`src/rtl/round_ack_responder.sv`:
```
// -----------------------------------------------------------------------------
// round_ack_responder
//
// Counterpart of the round-timer FSM. It debounces the raw centre button,
// keeps the round score and the best score, and converts each physical press
// into exactly one single-cycle acknowledge pulse (wired to the timer bCen
// input). After every acknowledge it waits for the timer to confirm by
// changing its reset/finish levels before another acknowledge is allowed, so
// a held button can never step the timer through two states.
//
// Ports
//   clk          in   1        system clock, all logic on posedge
//   rst_n        in   1        asynchronous active-low reset
//   finish_i     in   1        timer "round over" level
//   reset_i      in   1        timer "reset phase" level
//   btn_center_i in   1        raw asynchronous centre button, active-high
//   hit_i        in   1        one-cycle score event
//   ack_o        out  1        one-cycle acknowledge pulse (timer bCen)
//   score_o      out  SCORE_W  current round score
//   best_o       out  SCORE_W  best score since reset
//   disp_mode_o  out  2        00 play, 01 game over, 10 ready
//   err_o        out  1        sticky: timer did not confirm an acknowledge
// -----------------------------------------------------------------------------
module round_ack_responder #(
    parameter int DEBOUNCE_CYCLES = 4,
    parameter int SCORE_W         = 8,
    parameter int ACK_TIMEOUT     = 16
) (
    input  logic               clk,
    input  logic               rst_n,
    input  logic               finish_i,
    input  logic               reset_i,
    input  logic               btn_center_i,
    input  logic               hit_i,
    output logic               ack_o,
    output logic [SCORE_W-1:0] score_o,
    output logic [SCORE_W-1:0] best_o,
    output logic [1:0]         disp_mode_o,
    output logic               err_o
);

    localparam int DB_W  = (DEBOUNCE_CYCLES > 1) ? $clog2(DEBOUNCE_CYCLES) : 1;
    localparam int TMO_W = $clog2(ACK_TIMEOUT + 1);

    localparam logic [DB_W-1:0]  DB_LAST  = DB_W'(DEBOUNCE_CYCLES - 1);
    localparam logic [TMO_W-1:0] TMO_LOAD = TMO_W'(ACK_TIMEOUT);

    typedef enum logic [2:0] {
        ST_PLAY   = 3'd0,
        ST_OVER   = 3'd1,
        ST_ACK1   = 3'd2,
        ST_WAIT_R = 3'd3,
        ST_READY  = 3'd4,
        ST_ACK2   = 3'd5,
        ST_WAIT_P = 3'd6
    } state_e;

    // Saturating increment: the score sticks at all-ones instead of wrapping.
    function automatic logic [SCORE_W-1:0] sat_inc(input logic [SCORE_W-1:0] v);
        logic [SCORE_W-1:0] r;
        if (&v) begin
            r = v;
        end else begin
            r = v + SCORE_W'(1);
        end
        return r;
    endfunction

    // Display mode belonging to a state; ACK/WAIT states show the phase they came from.
    function automatic logic [1:0] disp_of(input state_e s);
        logic [1:0] m;
        case (s)
            ST_PLAY:   m = 2'b00;
            ST_OVER:   m = 2'b01;
            ST_ACK1:   m = 2'b01;
            ST_WAIT_R: m = 2'b01;
            ST_READY:  m = 2'b10;
            ST_ACK2:   m = 2'b10;
            ST_WAIT_P: m = 2'b10;
            default:   m = 2'b00;
        endcase
        return m;
    endfunction

    // ---------------------------------------------------------------- button
    logic            sync1_q, sync2_q;
    logic            deb_q, deb_d;
    logic            deb_dly_q;
    logic            press_q;
    logic [DB_W-1:0] db_cnt_q, db_cnt_d;

    // Two-flop synchroniser for the asynchronous button.
    always_ff @(posedge clk or negedge rst_n) begin
        if (!rst_n) begin
            sync1_q <= 1'b0;
            sync2_q <= 1'b0;
        end else begin
            sync1_q <= btn_center_i;
            sync2_q <= sync1_q;
        end
    end

    // Debounce: count samples that differ from the accepted level; a sample
    // equal to the accepted level restarts the count.
    always_comb begin
        deb_d    = deb_q;
        db_cnt_d = db_cnt_q;
        if (sync2_q == deb_q) begin
            db_cnt_d = '0;
        end else if (db_cnt_q == DB_LAST) begin
            deb_d    = sync2_q;
            db_cnt_d = '0;
        end else begin
            db_cnt_d = db_cnt_q + DB_W'(1);
        end
    end

    // Debounced level, its delayed copy and the registered rising-edge press event.
    // The accepted level starts at 0, so a button held through reset release
    // still has to pass the full debounce before it counts as a press.
    always_ff @(posedge clk or negedge rst_n) begin
        if (!rst_n) begin
            deb_q     <= 1'b0;
            db_cnt_q  <= '0;
            deb_dly_q <= 1'b0;
            press_q   <= 1'b0;
        end else begin
            deb_q     <= deb_d;
            db_cnt_q  <= db_cnt_d;
            deb_dly_q <= deb_q;
            press_q   <= deb_q & ~deb_dly_q;
        end
    end

    // ------------------------------------------------------------------- FSM
    state_e             state_q, state_d;
    logic [SCORE_W-1:0] score_q, score_d;
    logic [SCORE_W-1:0] best_q, best_d;
    logic               err_q, err_d;
    logic [TMO_W-1:0]   tmo_q, tmo_d;
    logic               ack_q, ack_d;
    logic [1:0]         disp_q, disp_d;

    // Next-state, scoring, timeout and output decode.
    always_comb begin
        state_d = state_q;
        score_d = score_q;
        best_d  = best_q;
        err_d   = err_q;
        tmo_d   = tmo_q;
        case (state_q)
            ST_PLAY: begin
                // A hit in the same cycle as finish_i is still counted.
                if (hit_i) begin
                    score_d = sat_inc(score_q);
                end else begin
                    score_d = score_q;
                end
                if (finish_i) begin
                    state_d = ST_OVER;
                end else begin
                    state_d = ST_PLAY;
                end
            end
            ST_OVER: begin
                // Score is frozen in OVER, so this only changes best on entry.
                if (score_q > best_q) begin
                    best_d = score_q;
                end else begin
                    best_d = best_q;
                end
                if (press_q) begin
                    state_d = ST_ACK1;
                end else begin
                    state_d = ST_OVER;
                end
            end
            ST_ACK1: begin
                tmo_d   = TMO_LOAD;
                state_d = ST_WAIT_R;
            end
            ST_WAIT_R: begin
                // Presses are never looked at here, so a timeout always wins.
                if (reset_i) begin
                    score_d = '0;
                    state_d = ST_READY;
                end else if (tmo_q <= TMO_W'(1)) begin
                    err_d   = 1'b1;
                    state_d = ST_OVER;
                end else begin
                    tmo_d   = tmo_q - TMO_W'(1);
                end
            end
            ST_READY: begin
                if (press_q) begin
                    state_d = ST_ACK2;
                end else begin
                    state_d = ST_READY;
                end
            end
            ST_ACK2: begin
                tmo_d   = TMO_LOAD;
                state_d = ST_WAIT_P;
            end
            ST_WAIT_P: begin
                if (!reset_i && !finish_i) begin
                    state_d = ST_PLAY;
                end else if (tmo_q <= TMO_W'(1)) begin
                    err_d   = 1'b1;
                    score_d = '0;
                    state_d = ST_READY;
                end else begin
                    tmo_d   = tmo_q - TMO_W'(1);
                end
            end
            default: begin
                state_d = ST_PLAY;
            end
        endcase
        // Outputs are registered from the next state so they line up with it.
        ack_d  = (state_d == ST_ACK1) || (state_d == ST_ACK2);
        disp_d = disp_of(state_d);
    end

    // State, score, timeout and registered output flops.
    always_ff @(posedge clk or negedge rst_n) begin
        if (!rst_n) begin
            state_q <= ST_PLAY;
            score_q <= '0;
            best_q  <= '0;
            err_q   <= 1'b0;
            tmo_q   <= '0;
            ack_q   <= 1'b0;
            disp_q  <= 2'b00;
        end else begin
            state_q <= state_d;
            score_q <= score_d;
            best_q  <= best_d;
            err_q   <= err_d;
            tmo_q   <= tmo_d;
            ack_q   <= ack_d;
            disp_q  <= disp_d;
        end
    end

    assign ack_o       = ack_q;
    assign score_o     = score_q;
    assign best_o      = best_q;
    assign disp_mode_o = disp_q;
    assign err_o       = err_q;

endmodule

```
`config.mk`:
```
export PLATFORM = sky130hd
export DESIGN_NAME = round_ack_responder
export DESIGN_NICKNAME = d
export VERILOG_FILES = /design/src/rtl/round_ack_responder.sv
export SDC_FILE = /design/constraint.sdc
export NUM_CORES = 1
export LEC_CHECK = 0
export ABC_AREA = 1
export CAP_MARGIN = 5
export CORE_UTILIZATION = 55
export DETAILED_ROUTE_END_ITERATION = 10
export PLACE_DENSITY_LB_ADDON = 0.05
export SKIP_LAST_GASP = 1
export SYNTH_ARGS = -nofsm -noshare
export SYNTH_HDL_FRONTEND = slang
export SYNTH_SLANG_ARGS = --single-unit
```
`constraint.sdc`:
```
create_clock -name clk -period 1.7 [get_ports clk]
set_input_delay 0.17 -clock clk [delete_from_list [all_inputs] [get_ports clk]]
set_output_delay 0.17 -clock clk [all_outputs]
set_load 0.005 [all_outputs]
```
### Yosys cells after proc, flatten, opt, wreduce, memory -nomap -nowiden

Cells that the tools add are included.

* add/sub/neg operators: 3
* $lt $le $gt $ge: 2
* eq/ne operators: 20
* muxes and demuxes: 25
* bitwise logic cells: 3
* reduce and logical (&&, ||, !) cells: 17

Operators by type and width (count)
* 8-bit two-way mux: 5
* 8-bit one-hot mux with 3 select lines: 1
* 3-bit one-hot mux with 7 select lines: 1
* 3-bit == test (second input constant): 6
* 5-bit two-way mux: 3
* 5-bit one-hot mux with 3 select lines: 1
* 3-bit by 2-bit == test with 1-bit output (second input constant): 4
* 3-bit two-way mux: 4
* 2-bit != test (second input constant): 6
* 8-bit by 1-bit adder with 8-bit output (second input constant): 1
* 8-bit greater-than comparator: 1
* 8-bit AND reduction: 1
* 3-bit by 1-bit == test with 1-bit output (second input constant): 2
* 2-bit two-way mux: 3
* 3-bit AND reduction: 2
* 6-bit AND reduction: 1
* 3-bit nonzero test: 2
* 3-bit OR reduction: 2
* 5-bit by 1-bit less-or-equal comparator with 1-bit output (second input constant): 1
* 1-bit two-way mux: 5
* 5-bit by 1-bit subtractor with 5-bit output (second input constant): 1
* 2-bit one-hot mux with 2 select lines: 1
* 2-bit AND reduction: 2
* 3-bit zero test: 1
* other kinds (11): 13

* register bits after elaboration: 35
* input port bits: 6
* output and inout port bits: 20
* word-level logic and storage cells: 83

### Logic depth before layout (Yosys ltp)

* word-level depth: 7
* mapped depth: 11
* mapped depth without buffers: 11

### Least setup slack after synthesis

No wires, ideal clock.

* path kind: reg-to-reg
* from: register score_q[7], in the netlist score_o[7]
* to: register best_q[0], in the netlist best_o[0]
* setup time: 0.117 ns
* arrival time: 1.409 ns
* required time: 1.583 ns
* setup slack: 0.174 ns
* cell stages (with the launch flop): 9
* path buffers: 0
* clock period less this slack: 1.526 ns
* cells stage by stage: dfrtp_1 > ha_1 > nand2_1 > nor2_1 > nand2_1 > nand2_2 > nand2_4 > nand2_1 > nand2_1

* longest elaborated chain between the ends: 2

Ends and longest elaborated chain
* start: declaration: line 137 `logic [SCORE_W-1:0] score_q, score_d;`
* start signal: assignment: line 237 `score_q <= score_d;`
* 8-bit greater-than comparator: line 167 `if (score_q > best_q) begin`
* 2-bit AND reduction (no line)
* end signal: assignment: line 238 `best_q <= best_d;`
* end: declaration: line 138 `logic [SCORE_W-1:0] best_q, best_d;`

Every way passes these cells.
A chain may end at the register's enable or synchronous reset.

### Final worst setup path

* from: register score_q[0], in the netlist score_o[0]
* to: output score_o[0]

RTL lines
* end: declaration: line 36 `output logic [SCORE_W-1:0] score_o,`

No word-level cell between the ends.

==> reports/results.tsv <==
metric	value	unit
status	complete, no violations	
critical_path.slowest_cell	clkdlybuf4s50_1	
tritoncts	built	
power_density	1770	nW/um^2
drt_iter0_drc	90	
nets	332	
core_area	3690	sq um
cp_cell_sequence	buf_4 > clkdlybuf4s50_1	
routed_wirelength	4210	microns
grt_overflow	0	
postLayoutCellArea	2590	sq um
clock.fmax	633	MHz
cp_max_fo	6	
syn_avg_cell_area	7.78	sq um
wl_per_cell	11.6	microns
grt_start_max_net_pins	36	
hold_buffers	0	
dr_total_vias	1817	
fin_skew	0.0107	ns
pwr-share-clk	0.129	
dieArea	4100	sq um
ys_async_sr_fraction	1.00	
yosysSeqAreaShare	0.414	
switching_share	0.456	
slew_violations	0	
yosys_most_used_dff	dfrtp_1	
clockBufferDepth	2	
antenna_found_initial	0	
gp_congestion	0.837	
hp-class	primary input to asynchronous set/reset pin	
grt_pass1_wl	7220	microns
drt_pre_antenna_iters	4	
pwr-share-seq	0.295	
cts-resized-gates	0	
synth_area	2120	sq um
crit_required	1.53	ns
cts-root-buf	clkbuf_8	
wl_met2	2260	microns
postCtsSetupRepairBufs	0	
grt_pass1_vias	1725	
placed_cell_area	2500	sq um
numCtsBuffers	5	
path_clk_slew	0.07	ns
num_antenna_cells	0	
finalSetupViolCount	0	
top_layer	met4	
end_kind	primary output	
final-instance-count-excl-fill	363	
setup_tns	0	ns
dp.cells	355	
io_buffers	25	
hold_viol_final	0	
htreeDepth	2	
relSlewSlack	0.713	
post-route-period-util	0.929	
arrival	1.41	ns
yosysWarningCount	0	
routed_via_density	5.01	
synth-seq-cells	35	
synthDistinctLibCells	29	
p_comb_frac	0.576	
synthToLayoutAreaGrowth	22.4	%
met1Wirelength	1770	microns
p_leak	1.32	nW
synth-edff-count	0	
cp-start-kind	register	
max_stage_delay	0.49	ns
rows	22	
clk_latency	0.29	ns
drive_gt1_frac	0.159	
route.antenna.remaining_nets	0	
start_util	0.574	
drv_cap	0	
internal_power	0.00250	W
switchingPower	0.00210	W
dp_hpwl	3300	microns
grt_use_total	0.232	
chipHeight	64.0	microns
num_io_pins	26	
path_class	register to primary output	
die_w	64.0	microns
dr_wl_met3	109	microns
rsz0062_at_grt	false	
fin_util	0.703	
clock-sinks	35	
period_needed	1.58	ns
syn-num-nets	290	
tightest_slew	0.430	ns
synth_cells	272	
ir_worst_vdd	1100	uV
remaining_drc_errors	0	
placed cells by master, fill, tap and decap left out, types with 2 or more instances in the layout:
master            n
nand2_1          80
inv_1            33
dfrtp_1          35
ha_1             12
inv_2             7
xor2_1            2
nor2_2            6
xnor2_1           2
nand3_2           3
nand2_4           3
o21ai_0           4
nor2_1           26
nor2_4            2
clkdlybuf4s50_1  25
clkbuf_8          5
o21ai_1           4
o21bai_1          3
nand2_2           6
a21oi_1           5
nand3_1          27
buf_4            11
nand4_1           2
worst paths after layout:
kind | start | to | slack, ns | depth (start not counted)
max | score_o[0]$_DFFE_PN0P_ | score_o[0] | 0.12 | 2
max in group asynchronous | rst_n | disp_mode_o[0]$_DFF_PN0_ | 1.10 | 2
min in group clk | btn_center_i | sync1_q$_DFF_PN0_ | 0.32 | 1
min reg2reg | sync1_q$_DFF_PN0_ | sync2_q$_DFF_PN0_ | 0.35 | 0
min | rst_n | score_o[2]$_DFFE_PN0P_ | 0.28 | 2
max reg2reg | score_o[1]$_DFFE_PN0P_ | score_o[7]$_DFFE_PN0P_ | 0.12 | 10
state kept, by name, summed over array words and instances (netlist names):
signal       flops
tmo_q            5
score_o          8
state_q          3
disp_mode_o      2
err_o            1
press_q          1
sync2_q          1
deb_q            1
deb_dly_q        1
db_cnt_q         2
sync1_q          1
best_o           8
ack_o            1
critical path, delay by kind of cell (launching register included):
family,cells,cell delay [ns]
DFF,1,0.46
buffers and inverters,2,0.66
synthesized netlist by cell type, types with 2 or more instances:
cell | count | area (sq um)
nand2_1 | 80 | 300
dfrtp_1 | 35 | 876
inv_1 | 33 | 124
nand3_1 | 27 | 135
nor2_1 | 27 | 101
ha_1 | 12 | 150
inv_2 | 7 | 26.3
nand2_2 | 7 | 43.8
a21oi_1 | 5 | 25.0
nor2_2 | 5 | 31.3
o21ai_0 | 4 | 20.0
o21ai_1 | 4 | 20.0
nand3_2 | 3 | 30.0
o21bai_1 | 3 | 22.5
nand2_4 | 2 | 22.5
nand4_1 | 2 | 12.5
nor2_4 | 2 | 22.5
xnor2_1 | 2 | 17.5
xor2_1 | 2 | 17.5
area by class of cell:
cell class	instances	area, sq um
clock buffer	6	72.6
sequential	35	876
inverter	40	150
multi-input combinational	196	1090
fill	329	1100
timing repair buffer	36	333
tap	48	60.1
clock inverter	2	12.5
cells by family (layout without fill, tap and decap cells):
kind of cell               count (synthesis)  after routing  synth area share
xor gates and xnor gates                   4              4            0.0166
and+or+nand+nor                          162            162             0.370
adders and majority gates                 12             12            0.0709
buffers and inverters                     41             84            0.0762
DFF                                       35             35             0.414
AOI/OAI and AO/OA                         18             18            0.0526
power by group through the flow:
stage          clock, W  sequential [W]  combinational [W]
2_1_floorplan         0         0.00137            0.00181
3_3_place_gp          0         0.00137            0.00255
3_5_place_dp          0         0.00138            0.00262
4_1_cts        0.000610         0.00136            0.00264
5_1_grt        0.000635         0.00139            0.00303
6_report       0.000593         0.00136            0.00265
metrics by stage:
step	setup slack (ns)	hold slack, ns	total power, W
5_1_grt	0.0103	0.310	0.00506
3_3_place_gp	0.104	0.335	0.00392
3_5_place_dp	0.0887	0.341	0.00400
6_report	0.121	0.283	0.00460
4_1_cts	0.0779	0.299	0.00461
2_1_floorplan	0.174	-0.126	0.00318
metal layers:
layer,GRT usage,vias to the layer above
met5,0,-
met4,0.0824,0
met3,0.0536,8
met2,0.431,33
met1,0.255,841
li1,-,935
Note: power is estimated with default switching activity, not from simulation.
==> variant, RTL diff (same flow settings) <==
The parameter `SCORE_W` goes from 8 to 6.
--- a/src/rtl/round_ack_responder.sv
+++ b/src/rtl/round_ack_responder.sv
@@ -25,3 +25,3 @@
     parameter int DEBOUNCE_CYCLES = 4,
-    parameter int SCORE_W         = 8,
+    parameter int SCORE_W         = 6,
     parameter int ACK_TIMEOUT     = 16
Interface: changed (resized best_o and score_o); port bits go from 26 to 22. No check against the original RTL was run, so the function may have changed too.
==> variant against the original RTL <==
  * The flow now finishes with violations (DRC)
  * Synthesized area fell by 20%
  * Clock skew shrank 7.5 ps
  * First-iteration DRC count is 38% lower
  * Sequential power is 9% lower
  * Sequential cell count shrank 4
  * Total power fell by 14%
  * Routed wire length is 20% lower
  * Worst setup slack improved by 43 ps
  * Design area down 19%
  * Fmax increased by 2.8%
  * Critical path type is now reg -> reg
==> variant: results <==
export IMPL_cp_max_fo=9
export IMPL_final_clk_cell_share=0.04122
export IMPL_synthTopCellsByCount="nand2_1 (48), dfrtp_1 (31), inv_1 (26)"
export IMPL_dp_slack_ps=68.91
export IMPL_yosys_top_cells_area="dfrtp_1 (46%), nand2_1 (11%), ha_1 (7.4%), nand3_1 (6.2%), inv_1 (5.7%)"
export IMPL_critPathMaxStageDelay_ps=380
export IMPL_dp_cells=263
export IMPL_clock_sinks=31
export IMPL_multi_input_gates=143
export IMPL_final_cells=271
export IMPL_p_leak_nw=1.089
export IMPL_crit_family="simple AND/OR/NAND/NOR gates"
export IMPL_switching_share=0.4269
export IMPL_track_usage=0.2320
export IMPL_synth_area_per_cell_sq_um=8.295
export IMPL_arrival_ps=1750
export IMPL_cpMaxStageDelayCell="dfrtp_1"
export IMPL_synth_area_mux_share=0
export IMPL_placed_area_sq_mm=0.001994
export IMPL_seq_share=0.3710
export IMPL_grt_pass1_wl_um=5733
export IMPL_drive_gt1_frac=0.1500
export IMPL_synth_xor_area_frac=0.02060
export IMPL_violations="DRC"
export IMPL_synth_compound_area_frac=0.08094
export IMPL_n_all_buffers=27
export IMPL_outcome="finished, violations left"
export IMPL_first_global_vias=1322
export IMPL_cts_root_buf="clkbuf_4"
export IMPL_dr_pass1_iters=7
export IMPL_dpl_hpwl_um=2509
export IMPL_inverters=31
export IMPL_synth_nets=221
export IMPL_routedWlPerCell_um=12.35
export IMPL_ys_flop_type="dfrtp_1"
export IMPL_drc=4
export IMPL_tightest_slew_ps=387.5
export IMPL_portBuffers=21
export IMPL_num_vias=1441
export IMPL_fillCellCount=226
export IMPL_peakVddDrop_uv=1197
export IMPL_p_comb_frac=0.532
export IMPL_grt_max_degree=32
export IMPL_synth_fa_ha_area_frac=0.07358
export IMPL_clkTransAtPathRegs_ps=100
export IMPL_synthToLayoutAreaGrowth_pct=23.18
export IMPL_p_clk_frac=0.153
export IMPL_clk_insertion_delay_late_ps=330
export IMPL_final_nonclk_buf_share=0.1219
export IMPL_ys_types=27
export IMPL_nWellTaps=31
export IMPL_skew_ps=3.188
export IMPL_gp_congestion=0.8600
export IMPL_yosysSeqAreaShare=0.4562
export IMPL_first_iter_violations=56
export IMPL_multi_input_area_sq_um=820.8
export IMPL_power_density_mw_per_mm2=1879
==> variant: final timing paths <==
check,to,slack [ps],from,cells past startpoint
worst max-delay path,best_o[0]$_DFFE_PN0P_,160,best_o[5]$_DFFE_PN0P_,9
worst min-delay path,best_o[5]$_DFFE_PN0P_,220,rst_n,2
worst max register to register,best_o[0]$_DFFE_PN0P_,160,best_o[5]$_DFFE_PN0P_,9
worst min register to register,sync2_q$_DFF_PN0_,370,sync1_q$_DFF_PN0_,0
max in group asynchronous,score_o[1]$_DFFE_PN0P_,1170,rst_n,2
min in group clk,sync1_q$_DFF_PN0_,270,btn_center_i,1
==> variant: layer usage <==
layer | vias to the layer above | routed length [um] | GRT usage
li1 | 726 | - | -
met1 | 678 | 1507 | 0.3000
met2 | 32 | 1662 | 0.3688
met3 | 5 | 131 | 0.06803
met4 | 0 | 45 | 0.08711
met5 | - | 0 | 0
